==> src/rtl/cpu6_io_pkg.sv <==
// ----------------------------------------------------------------------------
// cpu6_io_pkg
//   Shared definitions for the CPU6 memory-mapped I/O blocks.
//   - UART_BASE          : default address of the UART transmitter data register
//   - ST_* constants     : bit positions inside the UART status byte
//   - uart_tx_state_t    : transmitter FSM state encoding
//   - uart_status_byte() : assembles the status byte from its flag bits
// ----------------------------------------------------------------------------
package cpu6_io_pkg;

    localparam logic [15:0] UART_BASE = 16'hF200;

    localparam int ST_NOT_FULL = 0;
    localparam int ST_IDLE     = 1;
    localparam int ST_OVERRUN  = 2;

    typedef enum logic [1:0] {
        TX_IDLE  = 2'd0,
        TX_START = 2'd1,
        TX_DATA  = 2'd2,
        TX_STOP  = 2'd3
    } uart_tx_state_t;

    function automatic logic [7:0] uart_status_byte(
        input logic not_full,
        input logic idle,
        input logic overrun
    );
        logic [7:0] status;
        status              = 8'h00;
        status[ST_NOT_FULL] = not_full;
        status[ST_IDLE]     = idle;
        status[ST_OVERRUN]  = overrun;
        return status;
    endfunction

endpackage

==> src/rtl/sync_fifo.sv <==
// ----------------------------------------------------------------------------
// sync_fifo
//   Single-clock FIFO with show-ahead read: rdata always presents the oldest
//   entry, so a consumer can pop and capture the data on the same edge.
//   Pointers carry one extra wrap bit (log2(DEPTH)+1 bits, modulo 2*DEPTH)
//   to tell full from empty.
//
//   Ports:
//     clock  in   rising-edge clock
//     reset  in   asynchronous active-low reset (empties the queue)
//     push   in   write wdata (ignored while full)
//     wdata  in   write data
//     pop    in   discard the head entry (ignored while empty)
//     rdata  out  head entry (valid while !empty)
//     full   out  queue holds DEPTH entries
//     empty  out  queue holds no entries
// ----------------------------------------------------------------------------
module sync_fifo #(
    parameter int WIDTH = 8,
    parameter int DEPTH = 8
) (
    input  logic             clock,
    input  logic             reset,
    input  logic             push,
    input  logic [WIDTH-1:0] wdata,
    input  logic             pop,
    output logic [WIDTH-1:0] rdata,
    output logic             full,
    output logic             empty
);

    localparam int AW = $clog2(DEPTH);
    localparam logic [AW:0] PTR_ONE = (AW + 1)'(1);

    logic [WIDTH-1:0] mem [DEPTH];
    logic [AW:0]      wr_ptr_reg;
    logic [AW:0]      rd_ptr_reg;
    logic             do_push;
    logic             do_pop;

    assign full  = (wr_ptr_reg[AW] != rd_ptr_reg[AW]) &&
                   (wr_ptr_reg[AW-1:0] == rd_ptr_reg[AW-1:0]);
    assign empty = (wr_ptr_reg == rd_ptr_reg);

    // Full/empty are evaluated before the edge, so a push while full is
    // dropped even if a pop frees a slot on that same edge.
    assign do_push = push && !full;
    assign do_pop  = pop && !empty;

    always_ff @(posedge clock or negedge reset) begin
        if (!reset) begin
            wr_ptr_reg <= '0;
            rd_ptr_reg <= '0;
        end else begin
            if (do_push) begin
                wr_ptr_reg <= wr_ptr_reg + PTR_ONE;
            end
            if (do_pop) begin
                rd_ptr_reg <= rd_ptr_reg + PTR_ONE;
            end
        end
    end

    // Storage carries no reset; resetting the pointers discards the contents.
    always_ff @(posedge clock) begin
        if (do_push) begin
            mem[wr_ptr_reg[AW-1:0]] <= wdata;
        end
    end

    // Unregistered read: the transmitter loads its shift register on the
    // same edge that pops, so the head must be visible before that edge.
    assign rdata = mem[rd_ptr_reg[AW-1:0]];

endmodule

==> src/rtl/uart_tx_port.sv <==
// ----------------------------------------------------------------------------
// uart_tx_port
//   Memory-mapped 8N1 serial transmitter for the CPU6 bus. Bytes written to
//   BASE_ADDR are queued and shifted out LSB first on tx; BASE_ADDR+1 is the
//   status register (bit0 not full, bit1 idle, bit2 sticky overrun). Any
//   write to BASE_ADDR+1 clears the overrun flag.
//
//   Ports:
//     clock     in   system clock (rising edge)
//     reset     in   asynchronous active-low reset
//     address   in   [15:0] CPU address bus
//     write_en  in   CPU write strobe
//     data_in   in   [7:0] CPU write data
//     data_out  out  [7:0] status byte when address==BASE_ADDR+1, else 0
//     selected  out  address hits the data or status register
//     tx        out  serial line, idles high
//     busy      out  queue non-empty or frame in flight
// ----------------------------------------------------------------------------
module uart_tx_port
    import cpu6_io_pkg::*;
#(
    parameter logic [15:0] BASE_ADDR  = UART_BASE,
    parameter int          CLOCK_DIV  = 16,
    parameter int          FIFO_DEPTH = 8
) (
    input  logic        clock,
    input  logic        reset,
    input  logic [15:0] address,
    input  logic        write_en,
    input  logic [7:0]  data_in,
    output logic [7:0]  data_out,
    output logic        selected,
    output logic        tx,
    output logic        busy
);

    localparam logic [15:0] STATUS_ADDR = BASE_ADDR + 16'd1;
    localparam int          CNT_W       = $clog2(CLOCK_DIV);
    localparam logic [CNT_W-1:0] CNT_LOAD = CNT_W'(CLOCK_DIV - 1);
    localparam logic [CNT_W-1:0] CNT_ONE  = CNT_W'(1);

    // ------------------------------------------------------------------
    // Bus decode and overrun flag
    // ------------------------------------------------------------------
    logic wr_data;
    logic wr_status;
    logic fifo_push;
    logic fifo_pop;
    logic fifo_full;
    logic fifo_empty;
    logic [7:0] fifo_rdata;
    logic overrun_reg;
    logic overrun_next;

    assign wr_data   = write_en && (address == BASE_ADDR);
    assign wr_status = write_en && (address == STATUS_ADDR);
    assign fifo_push = wr_data && !fifo_full;

    // A dropped write outranks a clear on the same edge.
    always_comb begin
        overrun_next = overrun_reg;
        if (wr_data && fifo_full) begin
            overrun_next = 1'b1;
        end else if (wr_status) begin
            overrun_next = 1'b0;
        end
    end

    always_ff @(posedge clock or negedge reset) begin
        if (!reset) begin
            overrun_reg <= 1'b0;
        end else begin
            overrun_reg <= overrun_next;
        end
    end

    sync_fifo #(
        .WIDTH (8),
        .DEPTH (FIFO_DEPTH)
    ) u_fifo (
        .clock (clock),
        .reset (reset),
        .push  (fifo_push),
        .wdata (data_in),
        .pop   (fifo_pop),
        .rdata (fifo_rdata),
        .full  (fifo_full),
        .empty (fifo_empty)
    );

    // ------------------------------------------------------------------
    // Transmit FSM and baud counter
    // ------------------------------------------------------------------
    uart_tx_state_t   state_reg;
    uart_tx_state_t   state_next;
    logic [CNT_W-1:0] cnt_reg;
    logic [CNT_W-1:0] cnt_next;
    logic [7:0]       shift_reg;
    logic [7:0]       shift_next;
    logic [2:0]       bit_idx_reg;
    logic [2:0]       bit_idx_next;
    logic             tx_reg;
    logic             tx_next;
    logic             bit_end;

    // The counter is loaded with CLOCK_DIV-1 when a bit starts, so reaching
    // zero marks the last clock of that bit.
    assign bit_end = (cnt_reg == '0);

    always_ff @(posedge clock or negedge reset) begin
        if (!reset) begin
            state_reg   <= TX_IDLE;
            cnt_reg     <= '0;
            shift_reg   <= 8'h00;
            bit_idx_reg <= 3'd0;
            tx_reg      <= 1'b1;
        end else begin
            state_reg   <= state_next;
            cnt_reg     <= cnt_next;
            shift_reg   <= shift_next;
            bit_idx_reg <= bit_idx_next;
            tx_reg      <= tx_next;
        end
    end

    always_comb begin
        state_next   = state_reg;
        cnt_next     = cnt_reg;
        shift_next   = shift_reg;
        bit_idx_next = bit_idx_reg;
        tx_next      = tx_reg;
        fifo_pop     = 1'b0;

        case (state_reg)
            TX_IDLE: begin
                tx_next = 1'b1;
                if (!fifo_empty) begin
                    fifo_pop   = 1'b1;
                    shift_next = fifo_rdata;
                    tx_next    = 1'b0;
                    cnt_next   = CNT_LOAD;
                    state_next = TX_START;
                end
            end

            TX_START: begin
                if (bit_end) begin
                    tx_next      = shift_reg[0];
                    bit_idx_next = 3'd0;
                    cnt_next     = CNT_LOAD;
                    state_next   = TX_DATA;
                end else begin
                    cnt_next = cnt_reg - CNT_ONE;
                end
            end

            TX_DATA: begin
                if (bit_end) begin
                    cnt_next = CNT_LOAD;
                    if (bit_idx_reg == 3'd7) begin
                        tx_next    = 1'b1;
                        state_next = TX_STOP;
                    end else begin
                        // Next bit is shift_reg[1], i.e. the new shift[0].
                        shift_next   = {1'b0, shift_reg[7:1]};
                        tx_next      = shift_reg[1];
                        bit_idx_next = bit_idx_reg + 3'd1;
                    end
                end else begin
                    cnt_next = cnt_reg - CNT_ONE;
                end
            end

            TX_STOP: begin
                if (bit_end) begin
                    if (!fifo_empty) begin
                        // Chain straight into the next start bit.
                        fifo_pop   = 1'b1;
                        shift_next = fifo_rdata;
                        tx_next    = 1'b0;
                        cnt_next   = CNT_LOAD;
                        state_next = TX_START;
                    end else begin
                        tx_next    = 1'b1;
                        state_next = TX_IDLE;
                    end
                end else begin
                    cnt_next = cnt_reg - CNT_ONE;
                end
            end

            default: begin
                tx_next    = 1'b1;
                cnt_next   = '0;
                state_next = TX_IDLE;
            end
        endcase
    end

    // ------------------------------------------------------------------
    // Outputs
    // ------------------------------------------------------------------
    logic idle;

    assign idle     = fifo_empty && (state_reg == TX_IDLE);
    assign busy     = !idle;
    assign tx       = tx_reg;
    assign selected = (address == BASE_ADDR) || (address == STATUS_ADDR);
    assign data_out = (address == STATUS_ADDR)
                    ? uart_status_byte(!fifo_full, idle, overrun_reg)
                    : 8'h00;

endmodule

==> config.mk <==
export PLATFORM = sky130hd
export DESIGN_NAME = uart_tx_port
export DESIGN_NICKNAME = d
export VERILOG_FILES = /design/src/rtl/cpu6_io_pkg.sv /design/src/rtl/sync_fifo.sv /design/src/rtl/uart_tx_port.sv
export SDC_FILE = /design/constraint.sdc
export NUM_CORES = 1
export LEC_CHECK = 0
export BUFFER_PORTS_ARGS = -buffer_cell sky130_fd_sc_hd__buf_2
export CAP_MARGIN = 40
export CORE_ASPECT_RATIO = 0.8
export CORE_MARGIN = 1.5
export CORE_UTILIZATION = 55
export DETAILED_ROUTE_END_ITERATION = 6
export GPL_ROUTABILITY_DRIVEN = 0
export PLACE_DENSITY_LB_ADDON = 0.08
export SLEW_MARGIN = 30
export SYNTH_ARGS = -nofsm -noshare
export SYNTH_HDL_FRONTEND = slang
export SYNTH_SLANG_ARGS = --single-unit
==> constraint.sdc <==
create_clock -name clock -period 2.82 [get_ports clock]
set_clock_uncertainty 0.1 [all_clocks]
set_input_delay 0.141 -clock clock [delete_from_list [all_inputs] [get_ports clock]]
set_output_delay 0.141 -clock clock [all_outputs]
set_load 0.05 [all_outputs]
=== Word level (Yosys, flattened, before mapping) ===
Memory sizes are Yosys's and may differ from the RTL's.
Cells that the tools add are included.

* Register bits: 27
* Memory bits (writable): 64
* Memories kept: 1

* Equality and inequality tests: 15
* Add/subtract/negate cells: 4
* Muxes and demuxes: 34
* Reduce and logical (&&, ||, !) cells: 22

{| class="wikitable"
|+ Memory list
! memory !! words !! bits a word !! read ports !! clocked after memory_dff !! wr ports !! RTL line !! text
|-
| u_fifo.mem || 8 || 8 || 1 || 0 || 1 || sync_fifo.sv:35 || <nowiki>logic [WIDTH-1:0] mem [DEPTH];</nowiki>
|}

{| class="wikitable"
|+ Operator list
! operator !! count
|-
| 16-bit == test (second input constant) || 2
|-
| 8-bit two-way mux || 4
|-
| 8-bit one-hot mux with 3 select lines || 1
|-
| 1-bit two-way mux || 12
|-
| 3-bit two-way mux || 4
|-
| 4-bit two-way mux || 3
|-
| 2-bit != test (second input constant) || 6
|-
| 4-bit one-hot mux with 3 select lines || 1
|-
| 2-bit two-way mux || 5
|-
| 4-bit by 1-bit adder with 4-bit output (second input constant) || 2
|-
| 1-bit logical AND || 8
|-
| 2-bit one-hot mux with 4 select lines || 1
|-
| 4-bit AND reduction || 2
|-
| 3-bit one-hot mux with 2 select lines || 1
|-
| 5-bit AND reduction || 1
|-
| 2-bit == test (second input constant) || 2
|-
| 4-bit == test || 1
|-
| 4-bit logical NOT || 1
|-
| 1-bit one-hot mux with 4 select lines || 1
|-
| 2-bit nonzero test || 2
|-
| 4-bit by 1-bit subtractor with 4-bit output (second input constant) || 1
|-
| 3-bit by 1-bit adder with 3-bit output (second input constant) || 1
|-
| 3-bit == test || 1
|-
| 3-bit == test (second input constant) || 1
|-
| other kinds (9) || 11
|}

=== Depth between registers and ports, before layout ===
* Word-level depth: 7
* Gate-level depth with buffers: 7
* Mapped depth without buffers: 6

=== By module ===
From an unflattened synthesis, not the netlist that was laid out.

* Cell total of the unflattened synthesis: 297
* Area total of the unflattened synthesis: 4,465.5 µm²

{| class="wikitable"
|+ Modules (own cells, without submodules)
! module !! seq. area each (µm²) !! instances !! cells each !! area an instance (µm²)
|-
| sync_fifo || 2,122.0 || 1 || 151 || 3,173.0
|-
| uart_tx_port || 476.7 || 1 || 146 || 1,292.5
|}

=== Worst setup path before layout ===
Ideal clock, no wire load.

* Path kind: in2reg
* Start: in address[1]
* End: mem u_fifo.mem[2][0] (enable)
* Data required time: 2.325 ns
* Cell stages on the path: 4
* Path slack: -0.271 ns
* Library setup time: 0.395 ns
* Arrival time: 2.596 ns
* Cells stage by stage: or4_4 > nor4_4 > nand2_4 > nor4_1

* Word-level cells in the longest chain between the ends: 6

{| class="wikitable"
|+ Ends and longest elaborated chain
! item !! RTL line !! text
|-
| start: declaration || uart_tx_port.sv:28 || <nowiki>input logic [15:0] address,</nowiki>
|-
| 16-bit == test || uart_tx_port.sv:55 || <nowiki>assign wr_data = write_en && (address == BASE_ADDR);</nowiki>
|-
| 1-bit logical AND || uart_tx_port.sv:55 ||
|-
| 1-bit logical AND || uart_tx_port.sv:57 || <nowiki>assign fifo_push = wr_data && !fifo_full;</nowiki>
|-
| 1-bit logical AND || sync_fifo.sv:47 || <nowiki>assign do_push = push && !full;</nowiki>
|-
| 1-bit two-way mux || sync_fifo.sv:66 || <nowiki>if (do_push) begin</nowiki>
|-
| 1-bit two-way mux (implied by the code) || sync_fifo.sv:67 || <nowiki>mem[wr_ptr_reg[AW-1:0]] <= wdata;</nowiki>
|-
| end: declaration || sync_fifo.sv:35 ||
|}

Every way passes these cells.

=== Worst setup path in the final report ===
* Start: reg u_fifo.wr_ptr_reg[0]
* End: out data_out[1]

* Word-level cells in the longest chain between the ends: 3

{| class="wikitable"
|+ Ends and longest elaborated chain
! item !! RTL line !! text
|-
| start: declaration || sync_fifo.sv:36 || <nowiki>logic [AW:0] wr_ptr_reg;</nowiki>
|-
| start signal: assignment || sync_fifo.sv:56 || <nowiki>wr_ptr_reg <= wr_ptr_reg + PTR_ONE;</nowiki>
|-
| 4-bit == test || sync_fifo.sv:43 || <nowiki>assign empty = (wr_ptr_reg == rd_ptr_reg);</nowiki>
|-
| 1-bit logical AND || uart_tx_port.sv:205 || <nowiki>assign idle = fifo_empty && (state_reg == TX_IDLE);</nowiki>
|-
| 3-bit two-way mux || uart_tx_port.sv:210 || <nowiki>? uart_status_byte(!fifo_full, idle, overrun_reg)</nowiki>
|-
| end: declaration || uart_tx_port.sv:31 || <nowiki>output logic [7:0] data_out,</nowiki>
|}

Every way passes these cells.

==> run_results.csv <==
group,metric,value,unit
cts,cts.reportedPaths.clkPinSlew,0.09,ns
cts,clock_path_buffers,2,
global_routing,grt_util_met1,30.87,%
setup_path,r2r_end,"shift_reg[6]$_DFFE_PN0P_",
global_routing,met3_usage,6.024,%
global_routing,grt_usage,21.04,%
cts,cts_setup_buffers,0,
synthesis,synth.yosys.seq_area_share,61.96,%
synthesis,synth_warnings,0,
pwr,power.total,4.269,mW
timing,rsz0062_at_grt,"false",
synthesis,synth_flop_cell,"edfxtp_1",
synthesis,synth.distinct_cells,58,
synthesis,postSynth.asyncResetShare,29.67,%
placement,dp_cells,410,
floorplanning,die_area,8162,sq um
placement,io_buffers,32,
cts,cts_buffers,9,
synthesis,yosysMostFrequentCell,"edfxtp_1",
detailed_routing,drt_pass1_iterations,4,
synthesis,synth_edf_count,64,
placement,place_hpwl,5.239,mm
timing,hold_viol_final,0,
detailed_routing,vias_per_cell,5.730,
synthesis,synth_top_cell_area_share,45.82,%
global_routing,use_met2,31.15,%
cts,clk_latency,0.37,ns
run_status,status,"complete, no violations",
floorplanning,die_height,81.11,microns
setup_path,cp_max_fo,16,
synthesis,ys_top_cells_by_count,"edfxtp_1 (64), dfrtp_1 (26), mux4_2 (16)",
cells_and_area,final_nets,364,
global_routing,grt_overflow,0,
synthesis,ys_ff_latch,91,
detailed_routing,antenna_left,0,
setup_path,critical_path_class,"reg2out",
setup_path,cp.arrival,2.33,ns
pwr,p_leak,1.850,nW
run,drv_cap,0,
synthesis,syn_area_per_cell,15.20,sq um
global_routing,grt_first_pass_wirelength,12.30,mm
cells_and_area,antennaDiodeCount,0,
timing,maxSlewViolCount,0,
setup_path,r2r_start,"cnt_reg[0]$_DFF_PN0_",
cells_and_area,final_layout_size_suffix_gt1_share,29.82,%
floorplanning,ios,38,
detailed_routing,drt_iter0_drc,156,
cells_and_area,largest_reg_flops,64,
detailed_routing,drc_errors,0,
timing,min_period,2.574,ns
detailed_routing,num_vias,2504,
cells_and_area,area_growth_syn_to_layout,14.77,%
detailed_routing,post_drt_wl_per_cell,17.70,microns
global_routing,grt_max_degree,28,
cells_and_area,nFillCells,531,
cts,cts_root_buf,"clkbuf_8",
timing,finalSetupViolCount,0,
setup_path,rr_worst_depth,6,
pwr,power_density,886.9,nW/um^2
cts,cts_tree,"built",
worst_hold_path,hold_class,"in2reg",
timing,maxSlewHeadroom,57.60,%
placement,preCtsSetupSlack,0.4770,ns
worst_hold_path,hold_depth,4,
setup_path,cp.required,2.58,ns
timing,period_share,91.27,%
synthesis,synth_top_area_cell,"edfxtp_1",
synthesis,synth_area,4194,sq um
floorplanning,die_w,100.6,microns
setup_path,cp-start-kind,"flop",
setup_path,reg2reg_slack,0.45,ns
detailed_routing,drt_wl_total,7.735,mm
worst_hold_path,whs_endpoint,"u_fifo.wr_ptr_reg[2]$_DFFE_PN0P_",
timing,fmax,0.3885,GHz
floorplanning,start_util,56.74,%
global_routing,grt.busiest_layer,"met2",
timing,fin_ws,0.2462,ns
floorplanning,rows,28,
global_routing,grt_pass1_vias,2351,
timing,tightestPinTransition,0.6359,ns
global_routing,antenna_found_initial,0,
pwr,ir_worst_vdd,368.3,uV
cts,clock-sinks,91,
cells_and_area,fin_cells,437,
synthesis,ys_top_cells_by_area,"edfxtp_1 (46%), dfrtp_1 (16%), mux4_2 (8.6%), ha_1 (3.0%), mux2i_1 (2.1%)",
worst_hold_path,hold_start,"address[0]",
cts,h-tree-depth,3,
synthesis,synthCells,276,
floorplanning,core_area,7392,sq um
setup_path,critPathCaptureType,"output port",
[logic make-up (layout without fill, tap and decap cells)]
family / Yosys count / count (layout) / share of synthesized area, %
AOI/OAI and AO/OA: 43 / 43 / 7.906
adders and majority gates: 10 / 10 / 2.983
DFF: 91 / 91 / 61.96
and+or+nand+nor: 61 / 61 / 9.069
buffers and inverters: 28 / 80 / 3.192
other: 1 / 5 / 0.08941
xor gates and xnor gates: 13 / 13 / 2.894
muxes: 29 / 29 / 11.90
[cell usage in the layout (no fill, tap or decap), types with 7 or more instances in the layout]
cell type and instances:
a21oi_1 8, buf_2 32, buf_4 14, clkbuf_8 9, dfrtp_1 26, dlygate4sd3_1 11, edfxtp_1 64, ha_1 10
inv_1 7, mux2i_1 9, mux4_2 16, nor2_1 11, nor3_1 11, o21ai_0 8
[repair_timing]
action	CTS	global route
hold endpoints to repair	91	0
resized for setup	0	0
hold buffers	11	0
[how the worst max path moves through the flow]
stage | start | to | slack, ns | cells after the start
after floorplan | address[1] | u_fifo.mem[2][0]$_DFFE_PP_ | -0.27 | 4
after global placement | cnt_reg[0]$_DFF_PN0_ | shift_reg[3]$_DFFE_PN0P_ | 0.52 | 6
after detailed placement | cnt_reg[0]$_DFF_PN0_ | shift_reg[6]$_DFFE_PN0P_ | 0.48 | 6
after CTS | u_fifo.rd_ptr_reg[1]$_DFFE_PN0P_ | data_out[1] | 0.23 | 6
after global routing | u_fifo.rd_ptr_reg[1]$_DFFE_PN0P_ | data_out[1] | 0.003 | 6
final | u_fifo.wr_ptr_reg[0]$_DFFE_PN0P_ | data_out[1] | 0.25 | 5
[layer usage]
layer	wire length, microns	part of all wire [%]
met3	452	5.8
met2	3528	46
met5	0	0
met1	3691	48
met4	63	0.81
[final cells by class]
cell class	instances	area, sq um	area share, %
clock buffers	9	123.9	2.573
well taps	105	131.4	2.729
repair buffers	57	375.4	7.798
flip-flops and latches	91	2599	53.99
clock inverters	7	56.30	1.170
multi-input cells	161	1501	31.19
inverters	7	26.28	0.5459
[report_power, final]
part,leakage [nW],internal (mW),switching [mW]
combinational,0.837,0.802,0.935
clock,0.0963,0.334,0.482
sequential,0.916,1.59,0.129
[critical path, stage by stage, from the launching register on]
cell and delay [ns]:
dfrtp_1 0.62, xnor2_1 0.20, and4_1 0.58, nand2_1 0.18, nor2_1 0.13, buf_2 0.27
[through the flow]
stage	instance area (sq um)	hold slack (ns)	setup TNS, ns	utilization (%)
finish	4813	0.03753	0	65.12
global route	4813	0.05027	0	65.12
CTS	4813	0.02021	0	65.12
detailed placement	4523	0.09949	0	61.19
global placement	4523	0.09131	0	61.19
floorplan	4209	-0.2546	-10.87	-
Power figures use the tool's default switching activity.
